<file path="src/rtl/decoder_scan_ctrl.sv">
// Scan sequencer for an N-bit decoder: steps addr through 0..2**N-1, holds each
// address enabled for DWELL cycles, with optional BLANK cycles of dec_en low between steps.
module decoder_scan_ctrl #(
  parameter int N     = 4,
  parameter int DWELL = 10,
  parameter int BLANK = 1
) (
  input  logic         clk,
  input  logic         reset,
  input  logic         start,
  input  logic         stop,
  input  logic         mode,
  output logic [N-1:0] addr,
  output logic         dec_en,
  output logic         busy,
  output logic         step,
  output logic         frame,
  output logic         done
);

  localparam int DW = (DWELL > 1) ? $clog2(DWELL) : 1;
  localparam int BW = (BLANK > 1) ? $clog2(BLANK) : 1;
  localparam logic [DW-1:0] DWELL_LAST = DW'(DWELL - 1);
  localparam logic [BW-1:0] BLANK_LAST = BW'((BLANK > 0) ? BLANK - 1 : 0);
  localparam logic [N-1:0]  ADDR_LAST  = {N{1'b1}};

  typedef enum logic [1:0] {
    ST_IDLE  = 2'd0,
    ST_SCAN  = 2'd1,
    ST_BLANK = 2'd2
  } state_t;

  state_t        state_r, state_s;
  logic [N-1:0]  addr_r, addr_s;
  logic          en_r, en_s;
  logic          busy_r, busy_s;
  logic          step_r, step_s;
  logic          frame_r, frame_s;
  logic          done_r, done_s;
  logic          mode_r, mode_s;
  logic [DW-1:0] dwell_r, dwell_s;
  logic [BW-1:0] blank_r, blank_s;

  // State, counter and output registers with synchronous reset.
  always_ff @(posedge clk) begin
    if (reset) begin
      state_r <= ST_IDLE;
      addr_r  <= '0;
      en_r    <= 1'b0;
      busy_r  <= 1'b0;
      step_r  <= 1'b0;
      frame_r <= 1'b0;
      done_r  <= 1'b0;
      mode_r  <= 1'b0;
      dwell_r <= '0;
      blank_r <= '0;
    end else begin
      state_r <= state_s;
      addr_r  <= addr_s;
      en_r    <= en_s;
      busy_r  <= busy_s;
      step_r  <= step_s;
      frame_r <= frame_s;
      done_r  <= done_s;
      mode_r  <= mode_s;
      dwell_r <= dwell_s;
      blank_r <= blank_s;
    end
  end

  // Next-state and next-output logic; pulses default low every cycle.
  always_comb begin
    state_s = state_r;
    addr_s  = addr_r;
    en_s    = en_r;
    busy_s  = busy_r;
    step_s  = 1'b0;
    frame_s = 1'b0;
    done_s  = 1'b0;
    mode_s  = mode_r;
    dwell_s = dwell_r;
    blank_s = blank_r;
    case (state_r)
      ST_IDLE: begin
        if (start && !stop) begin
          state_s = ST_SCAN;
          addr_s  = '0;
          en_s    = 1'b1;
          busy_s  = 1'b1;
          mode_s  = mode;
          dwell_s = '0;
          blank_s = '0;
        end else begin
          addr_s  = '0;
          en_s    = 1'b0;
          busy_s  = 1'b0;
        end
      end
      ST_SCAN: begin
        if (stop) begin
          state_s = ST_IDLE;
          addr_s  = '0;
          en_s    = 1'b0;
          busy_s  = 1'b0;
          dwell_s = '0;
          blank_s = '0;
        end else if (dwell_r == DWELL_LAST) begin
          dwell_s = '0;
          if ((addr_r == ADDR_LAST) && !mode_r) begin
            // End of a single pass: no trailing blank.
            state_s = ST_IDLE;
            addr_s  = '0;
            en_s    = 1'b0;
            busy_s  = 1'b0;
            frame_s = 1'b1;
            done_s  = 1'b1;
          end else begin
            // Advance; the last address wraps to 0 through the natural overflow.
            addr_s  = addr_r + N'(1);
            step_s  = 1'b1;
            frame_s = (addr_r == ADDR_LAST);
            if (BLANK == 0) begin
              state_s = ST_SCAN;
              en_s    = 1'b1;
            end else begin
              state_s = ST_BLANK;
              en_s    = 1'b0;
              blank_s = '0;
            end
          end
        end else begin
          dwell_s = dwell_r + DW'(1);
        end
      end
      ST_BLANK: begin
        if (stop) begin
          state_s = ST_IDLE;
          addr_s  = '0;
          en_s    = 1'b0;
          busy_s  = 1'b0;
          dwell_s = '0;
          blank_s = '0;
        end else if (blank_r == BLANK_LAST) begin
          state_s = ST_SCAN;
          en_s    = 1'b1;
          dwell_s = '0;
          blank_s = '0;
        end else begin
          blank_s = blank_r + BW'(1);
        end
      end
      default: begin
        state_s = ST_IDLE;
        addr_s  = '0;
        en_s    = 1'b0;
        busy_s  = 1'b0;
        mode_s  = 1'b0;
        dwell_s = '0;
        blank_s = '0;
      end
    endcase
  end

  assign addr   = addr_r;
  assign dec_en = en_r;
  assign busy   = busy_r;
  assign step   = step_r;
  assign frame  = frame_r;
  assign done   = done_r;

endmodule
</file>
<file path="config.mk">
export PLATFORM = sky130hd
export DESIGN_NAME = decoder_scan_ctrl
export DESIGN_NICKNAME = d
export VERILOG_FILES = /design/src/rtl/decoder_scan_ctrl.sv
export SDC_FILE = /design/constraint.sdc
export NUM_CORES = 1
export LEC_CHECK = 0
export ABC_AREA = 0
export CAP_MARGIN = 10
export CORE_MARGIN = 2
export CORE_UTILIZATION = 55
export DETAILED_ROUTE_END_ITERATION = 16
export HOLD_SLACK_MARGIN = 0.03
export PLACE_DENSITY = 0.9
export SKIP_LAST_GASP = 1
export SLEW_MARGIN = 20
export SYNTH_ARGS = -nofsm -noshare
export SYNTH_HDL_FRONTEND = slang
export SYNTH_SLANG_ARGS = --single-unit
</file>
<file path="constraint.sdc">
create_clock -name clk -period 4.5 [get_ports clk]
set_input_delay 0.45 -clock clk [delete_from_list [all_inputs] [get_ports clk]]
set_output_delay 0.45 -clock clk [all_outputs]
set_load 0.01 [all_outputs]
</file>
After elaboration in Yosys (flattened, before gate mapping)
Cells that the tools add are included.
Widths: inputs -> output; s select.
Storage, ports and cells
  flip-flop bits (word level): 17
  word-level logic and storage cells: 81
Cells by class
  bitwise logic cells: 3
  add/subtract/negate cells: 3
  mux-type cells: 41
  reductions and logical operators: 14
  equality and inequality tests: 10
Operators with widths (number)
  $mux 4: 9
  $mux 1: 19
  $mux 2: 6
  $ne 3x3->1 const B: 4
  $pmux 4 s3: 1
  $pmux 1 s3: 3
  $reduce_and 3->1: 3
  $add 4x1->4 const B: 2
  $eq 4x4->1 const B: 2
  $pmux 4 s2: 1
  $reduce_and 2->1: 4
  $pmux 2 s3: 1
  $ne 2x2->1 const B: 2
  $reduce_or 4->1: 1
  $not 1->1: 3
  $eq 2x1->1 const B: 1
  $eq 2x2->1 const B: 1
  $logic_and 1x1->1: 2
  $logic_not 1->1: 2
  $logic_not 2->1: 1
  $pmux 1 s2: 1
  $reduce_or 2->1: 1
  $add 1x1->1 const B: 1

Logic depth before layout (Yosys ltp)
Gate-level depths: netlist (run 1).
  depth in word-level cells: 6
  gate-level depth with buffers: 7

Worst setup path after synthesis (run 1)
Ideal clock, no wire load.
  path kind: reg-to-reg
  start: register addr_r[0] (netlist: addr[0])
  end: register state_r[1]
  library setup time: 71 ps
  period minus slack after synthesis: 1562 ps
  setup slack: 2938 ps
  cell stages (with the launch flop): 6
  data required time: 4429 ps
  arrival time: 1491 ps
  cell sequence: dfxtp_1 -> ha_1 -> and4b_1 -> nor2_1 -> or4b_1 -> a21oi_1
On the way
  word-level cells in the longest chain between the ends: 6
Ends and longest elaborated chain
  start, declared: line 34  | logic [N-1:0] addr_r, addr_s;
  start signal, assigned: line 59  | addr_r <= addr_s;
  $eq 4x4->1: line 109  | if ((addr_r == ADDR_LAST) && !mode_r) begin
  $logic_and 1x1->1: line 109
  $mux 2: line 109
  $mux 2: line 107  | end else if (dwell_r == DWELL_LAST) begin
  $mux 2: line 100  | if (stop) begin
  $pmux 2 s3: line 83  | case (state_r)
  end signal, assigned: line 58  | state_r <= state_s;
  end, declared: line 33  | state_t state_r, state_s;
Every way passes these cells. The select of a mux whose other input is x is not followed.
A chain may end at the register's enable or synchronous reset.

Final worst setup path (run 1)
  start: register dwell_r[0]
  end: register state_r[1]
On the way
  word-level cells in the longest chain between the ends: 3
Ends and longest elaborated chain
  start, declared: line 41  | logic [DW-1:0] dwell_r, dwell_s;
  start signal, assigned: line 66  | dwell_r <= dwell_s;
  $eq 4x4->1: line 107
  $ne 3x3->1 (no source line)
  $reduce_and 3->1 (no source line)
Every way passes these cells.

==> results.toml, run 1 <==
[die]
die_x_um = 43.9
dieArea_um2 = 1930
row_count = 14
num_io_pins = 14
die_h_um = 43.9
core_area_um2 = 1510
start_util = 0.581

[detailed_routing]
wirelength_mm = 1.83
ant_nets = 0
first_pass_iters = 4
via_per_inst = 6.26
wire_per_inst_um = 14.4
drtIter0Drc = 33
drcViolationCount = 0
vias = 795

[clock_network]
clkTransAtPathRegs_ns = 0.10
postCtsSetupBuffers = 0
cts_resized = 0
cts_made_buffers = 3
insertion_delay_ns = 0.29
hold_buffers = 0
clkSinkCount = 16
cts_tree = "built"
root_buffer = "clkbuf_4"
clock_path_buffers = 2
h-tree-depth = 1

[worst_setup_path]
endpoint_kind = "flop"
crit_chain = "ha_1 -> and3b_1 -> nor2_4 -> or4b_1 -> a21oi_1"
endpoint = "state_r[1]"
reg2regPathDepth = 5
critPathArrivalTime_ns = 2.07
r2r_end = "state_r[1]"
cpPeakStageDelay_ns = 0.52
rr_startpoint = "dwell_r[0]"
r2r_slack_ns = 2.66
path_class = "flop to flop"
cp.required_ns = 4.73
critPathLaunch = "dwell_r[0]"
crit_slowest_cell = "or4b_1"
crit_fanout = 9
start_kind = "flop"

[synth]
synth_most_common_cell = "dfxtp_1"
synthSimpleGateAreaFrac = 0.307
syn_nets = 110
synth_flop_cell = "dfxtp_1"
synth.top_cell.area_share = 0.366
ys_warn_count = 0
netlist_top_cells_count = "dfxtp_1, a21oi_1, ha_1, nor2_1, o21ai_0"
yosysTopAreaCell = "dfxtp_1"
ys_ff_latch = 16
synthTopCellsByArea = "dfxtp_1, ha_1, a21oi_1"
synthXorXnorAreaFrac = 0
async_flop_share = 0
synth_fa_ha_area_frac = 0.100
syn_avg_cell_area_um2 = 8.94
netlist_area_um2 = 876
muxShareOfSynthArea = 0
synth.yosys.seq_area_share = 0.366
synth_edf_count = 0
ys_types = 36
syn-instance-count = 98
synth_top_family_by_area = "simple AND/OR/NAND/NOR gates"
synth_compound_area_frac = 0.174

[finish]
stdcell_count = 127
num-nets-final = 124
synthToLayoutAreaGrowth_pct = 17.7
fillers = 128
insertedDiodeCount = 0
drive_gt1_frac = 0.0901

[place]
io_buffer_count = 13
place_hpwl_mm = 1.38
gp_congestion = 0.871
placed_cells = 123

[timing]
tns_ns = 0
tightestPinTransition_ns = 0.452
hold_viol = 0
rsz0062_at_grt = "false"
period_needed_ns = 1.84
final.setup_skew_ns = 0.00132
setup-violations-final = 0
whs_ns = 0.458
fmax_mhz = 543
slew_headroom = 0.697
slew_violations = 0
fin_crit_sh = 0.409

[global_routing]
grt_pass1_wl_mm = 2.99
first_global_vias = 701
grt_usage = 0.211
grt_max_degree = 13
antenna_found_initial = 0
grt-ovfl-total = 0

[pwr]
leakagePower_nw = 0.371
p_per_area_nw_per_um2 = 309
power_mw = 0.318
vdd_ir_drop_max_uv = 173

[hold_path]
hp-class = "flop to flop"

[run]
drv_cap = 0

[run_status]
status = "finished clean"
## stage by stage
step | instance area, um2 | setup WS (ns) | util
final | 1030 | 2.66 | 0.684
after global routing | 1030 | 2.53 | 0.684
after CTS | 1030 | 2.67 | 0.684
after detailed placement | 995 | 2.43 | 0.660
after global placement | 995 | 2.48 | 0.660
after floorplan | 876 | 2.94 | -
## cells by family after synthesis
kind of cell,Yosys count
DFF,16
buffers and inverters,8
AOI/OAI and AO/OA,26
and+or+nand+nor,41
adders and majority gates,7
## metal layers
layer | global-route usage | vias up | part of all wire
li1 | - | 389 | -
met1 | 0.249 | 364 | 0.41
met2 | 0.374 | 37 | 0.49
met3 | 0.0250 | 5 | 0.078
met4 | 0.103 | 0 | 0.020
met5 | 0 | - | 0
## critical path: cells and delay by family (launching register included)
| family | cells | cell delay, ns |
|---|---|---|
| AOI/OAI and AO/OA | 1 | 0.15 |
| and+or+nand+nor | 3 | 1.01 |
| adders and majority gates | 1 | 0.21 |
| DFF | 1 | 0.41 |
## how the worst min path moves through the flow
stage          startpoint   end  slack, ns  depth (start not counted)
2_1_floorplan      mode_r  done       0.41                          1
3_3_place_gp       mode_r  done       0.44                          1
3_5_place_dp       mode_r  done       0.45                          1
4_1_cts            mode_r  done       0.47                          1
5_1_grt            mode_r  done       0.50                          1
6_report           mode_r  done       0.46                          1
## cell usage in the layout (no fill, tap or decap), types with 2 or more instances in the layout
| master | instances |
|---|---|
| nor2_1 | 7 |
| or4b_1 | 2 |
| or4_1 | 2 |
| a21oi_1 | 11 |
| a21boi_0 | 2 |
| nor4_1 | 2 |
| dfxtp_1 | 16 |
| nor2b_1 | 2 |
| nor3_1 | 5 |
| nand2_1 | 3 |
| clkdlybuf4s50_1 | 13 |
| clkbuf_4 | 3 |
| nand3_1 | 5 |
| o21ai_0 | 7 |
| inv_1 | 4 |
| ha_1 | 7 |
## final cells by class
type	count	area (um2)	area share
flip-flops and latches	16	320	0.311
repair buffers	13	130	0.126
clock buffers	4	36.3	0.0352
multi-input cells	74	509	0.494
well taps	16	20.0	0.0194
inverters	4	15.0	0.0146
## power breakdown
| group | internal [mW] | switching (mW) | total (mW) |
|---|---|---|---|
| Clock | 0.0494 | 0.0487 | 0.0981 |
| Sequential | 0.147 | 0.00520 | 0.153 |
| Combinational | 0.0290 | 0.0385 | 0.0675 |
## state kept, by name, indices dropped and copies added, names as in the netlist
register / cells
addr: 4
busy: 1
dec_en: 1
done: 1
dwell_r: 4
frame: 1
mode_r: 1
state_r: 2
step: 1
(Power assumes the default switching activity.)
==> run 2, diff against run 1 <==
Settings changed: CORE_UTILIZATION 55 to 51, PLACE_DENSITY 0.9 to 0.85.
Clock period 4.5 ns to 1.7 ns, I/O delays scaled along.
==> run 2 against run 1 <==
Via count rose by 3.1%. Clock-buffer cell count did not move. Core utilization rose by 4.4 points. Routed wire length rose by 9.9%. Sequential cell count did not move. Setup slack got worse by 2.6 ns. First-iteration DRC count fell by 48%. Critical path depth rose by 1. Clock power rose to 2.6 times the previous value. Critical path type unchanged. Critical endpoint unchanged.
==> results.toml, run 2 (synthesis results as in run 1) <==
[detailed_routing]
drcViolationCount = 0
ant_nets = 0
via_per_inst = 5.94
wire_per_inst_um = 14.6
vias = 820
first_pass_iters = 4
wirelength_mm = 2.01
drtIter0Drc = 17

[global_routing]
antenna_found_initial = 0
first_global_vias = 789
grt-ovfl-total = 0
grt_max_degree = 12
grt_usage = 0.222
grt_pass1_wl_mm = 3.31

[clock_network]
clkTransAtPathRegs_ns = 0.09
h-tree-depth = 1
clkSinkCount = 16
hold_buffers = 0
clock_path_buffers = 2
insertion_delay_ns = 0.30
root_buffer = "clkbuf_4"
cts_made_buffers = 3
cts_tree = "built"

[timing]
tns_ns = 0
slew_violations = 0
whs_ns = 0.463
fmax_mhz = 623
final.setup_skew_ns = 0.00787
slew_headroom = 0.809
period_needed_ns = 1.61
hold_viol = 0
fin_crit_sh = 0.945
tightestPinTransition_ns = 0.283
setup-violations-final = 0
rsz0062_at_grt = "true"

[worst_setup_path]
crit_slowest_cell = "or4b_1"
start_kind = "flop"
endpoint_kind = "flop"
worst-path-stages = 6
critPathBufInv = 1
rr_startpoint = "dwell_r[1]"
cp.required_ns = 1.92
critPathLaunch = "dwell_r[1]"
crit_fanout = 5
crit_family = "simple AND/OR/NAND/NOR gates"
critPathArrivalTime_ns = 1.83
r2r_slack_ns = 0.09
crit_chain = "inv_1 -> ha_1 -> and3b_2 -> nor2_4 -> or4b_1 -> a21oi_1"
path_class = "flop to flop"
cpPeakStageDelay_ns = 0.50
reg2regPathDepth = 6

[finish]
insertedDiodeCount = 0
synthToLayoutAreaGrowth_pct = 29.6
multi_input_area_um2 = 529
final_common_cell = "dfxtp_1"
drive_gt1_frac = 0.230
regArea_um2 = 322
fillers = 122
fin_util = 0.728
final_cell_mix = "dfxtp_1, clkdlybuf4s50_1, a21oi_1, buf_4, o21ai_0"
num-nets-final = 135

[pwr]
internal_power_mw = 0.625
p_sw_frac = 0.292
power_mw = 0.883
power.share.clock = 0.292
seqPwrFrac = 0.455
leakagePower_nw = 0.423
vdd_ir_drop_max_uv = 557
p_per_area_nw_per_um2 = 778
pwr-share-comb = 0.253
p_sw_mw = 0.258

[place]
io_buffer_count = 13
place_hpwl_mm = 1.53
gp_congestion = 0.890

[hold_path]
min_from = "mode_r"
hold_path_depth = 1
hp-class = "flop to flop"

[die]
die_h_um = 45.4
row_count = 14
num_io_pins = 14
start_util = 0.562
core_area_um2 = 1560
die_x_um = 45.4
dieArea_um2 = 2060

[run_status]
status = "finished clean"

[run]
drv_cap = 0
==> run 2: changes by cell type in the layout (fill, tap and decap cells not counted), sizes merged <==
| cell | before | now |
|---|---|---|
| buf | 0 | 11 |
==> run 2: power groups by stage <==
stage / combinational, mW / clock (mW) / sequential (mW)
5_1_grt: 0.243 / 0.276 / 0.404
4_1_cts: 0.210 / 0.261 / 0.402
3_5_place_dp: 0.206 / 0 / 0.410
3_3_place_gp: 0.199 / 0 / 0.410
2_1_floorplan: 0.134 / 0 / 0.411
6_report: 0.223 / 0.258 / 0.402
==> run 2: per-stage QoR <==
stage / setup WS (ns) / cells / instance area, um2
after floorplan: 0.138 / 98 / 876
after global placement: 0.0452 / 134 / 1080
after detailed placement: -0.0203 / 134 / 1080
after CTS: 0.0409 / 138 / 1110
after global routing: -0.0261 / 138 / 1130
final: 0.0942 / 138 / 1130
==> run 2: final timing paths <==
path / endpoint
min: done
max reg2reg: state_r[1]
max: state_r[1]
min reg2reg: done
==> run 2: layer usage <==
| layer | GRT usage | vias up | wire (um) |
|---|---|---|---|
| met4 | 0.100 | 0 | 38 |
| met3 | 0.0437 | 4 | 70 |
| met5 | 0 | - | 0 |
| met1 | 0.258 | 383 | 848 |
| met2 | 0.389 | 25 | 1060 |
| li1 | - | 408 | - |
==> run 2: final cells by class <==
type	count	area share
multi-input combinational	74	0.466
sequential	16	0.283
timing repair buffer	24	0.187
clock buffer	4	0.0320
tap	16	0.0176
inverter	4	0.0132
==> run 2: what timing repair did <==
item | in CTS | in global routing
endpoints found under the setup margin | 0 | 7
buffers inserted | 0 | 0
gates resized for setup | 0 | 8
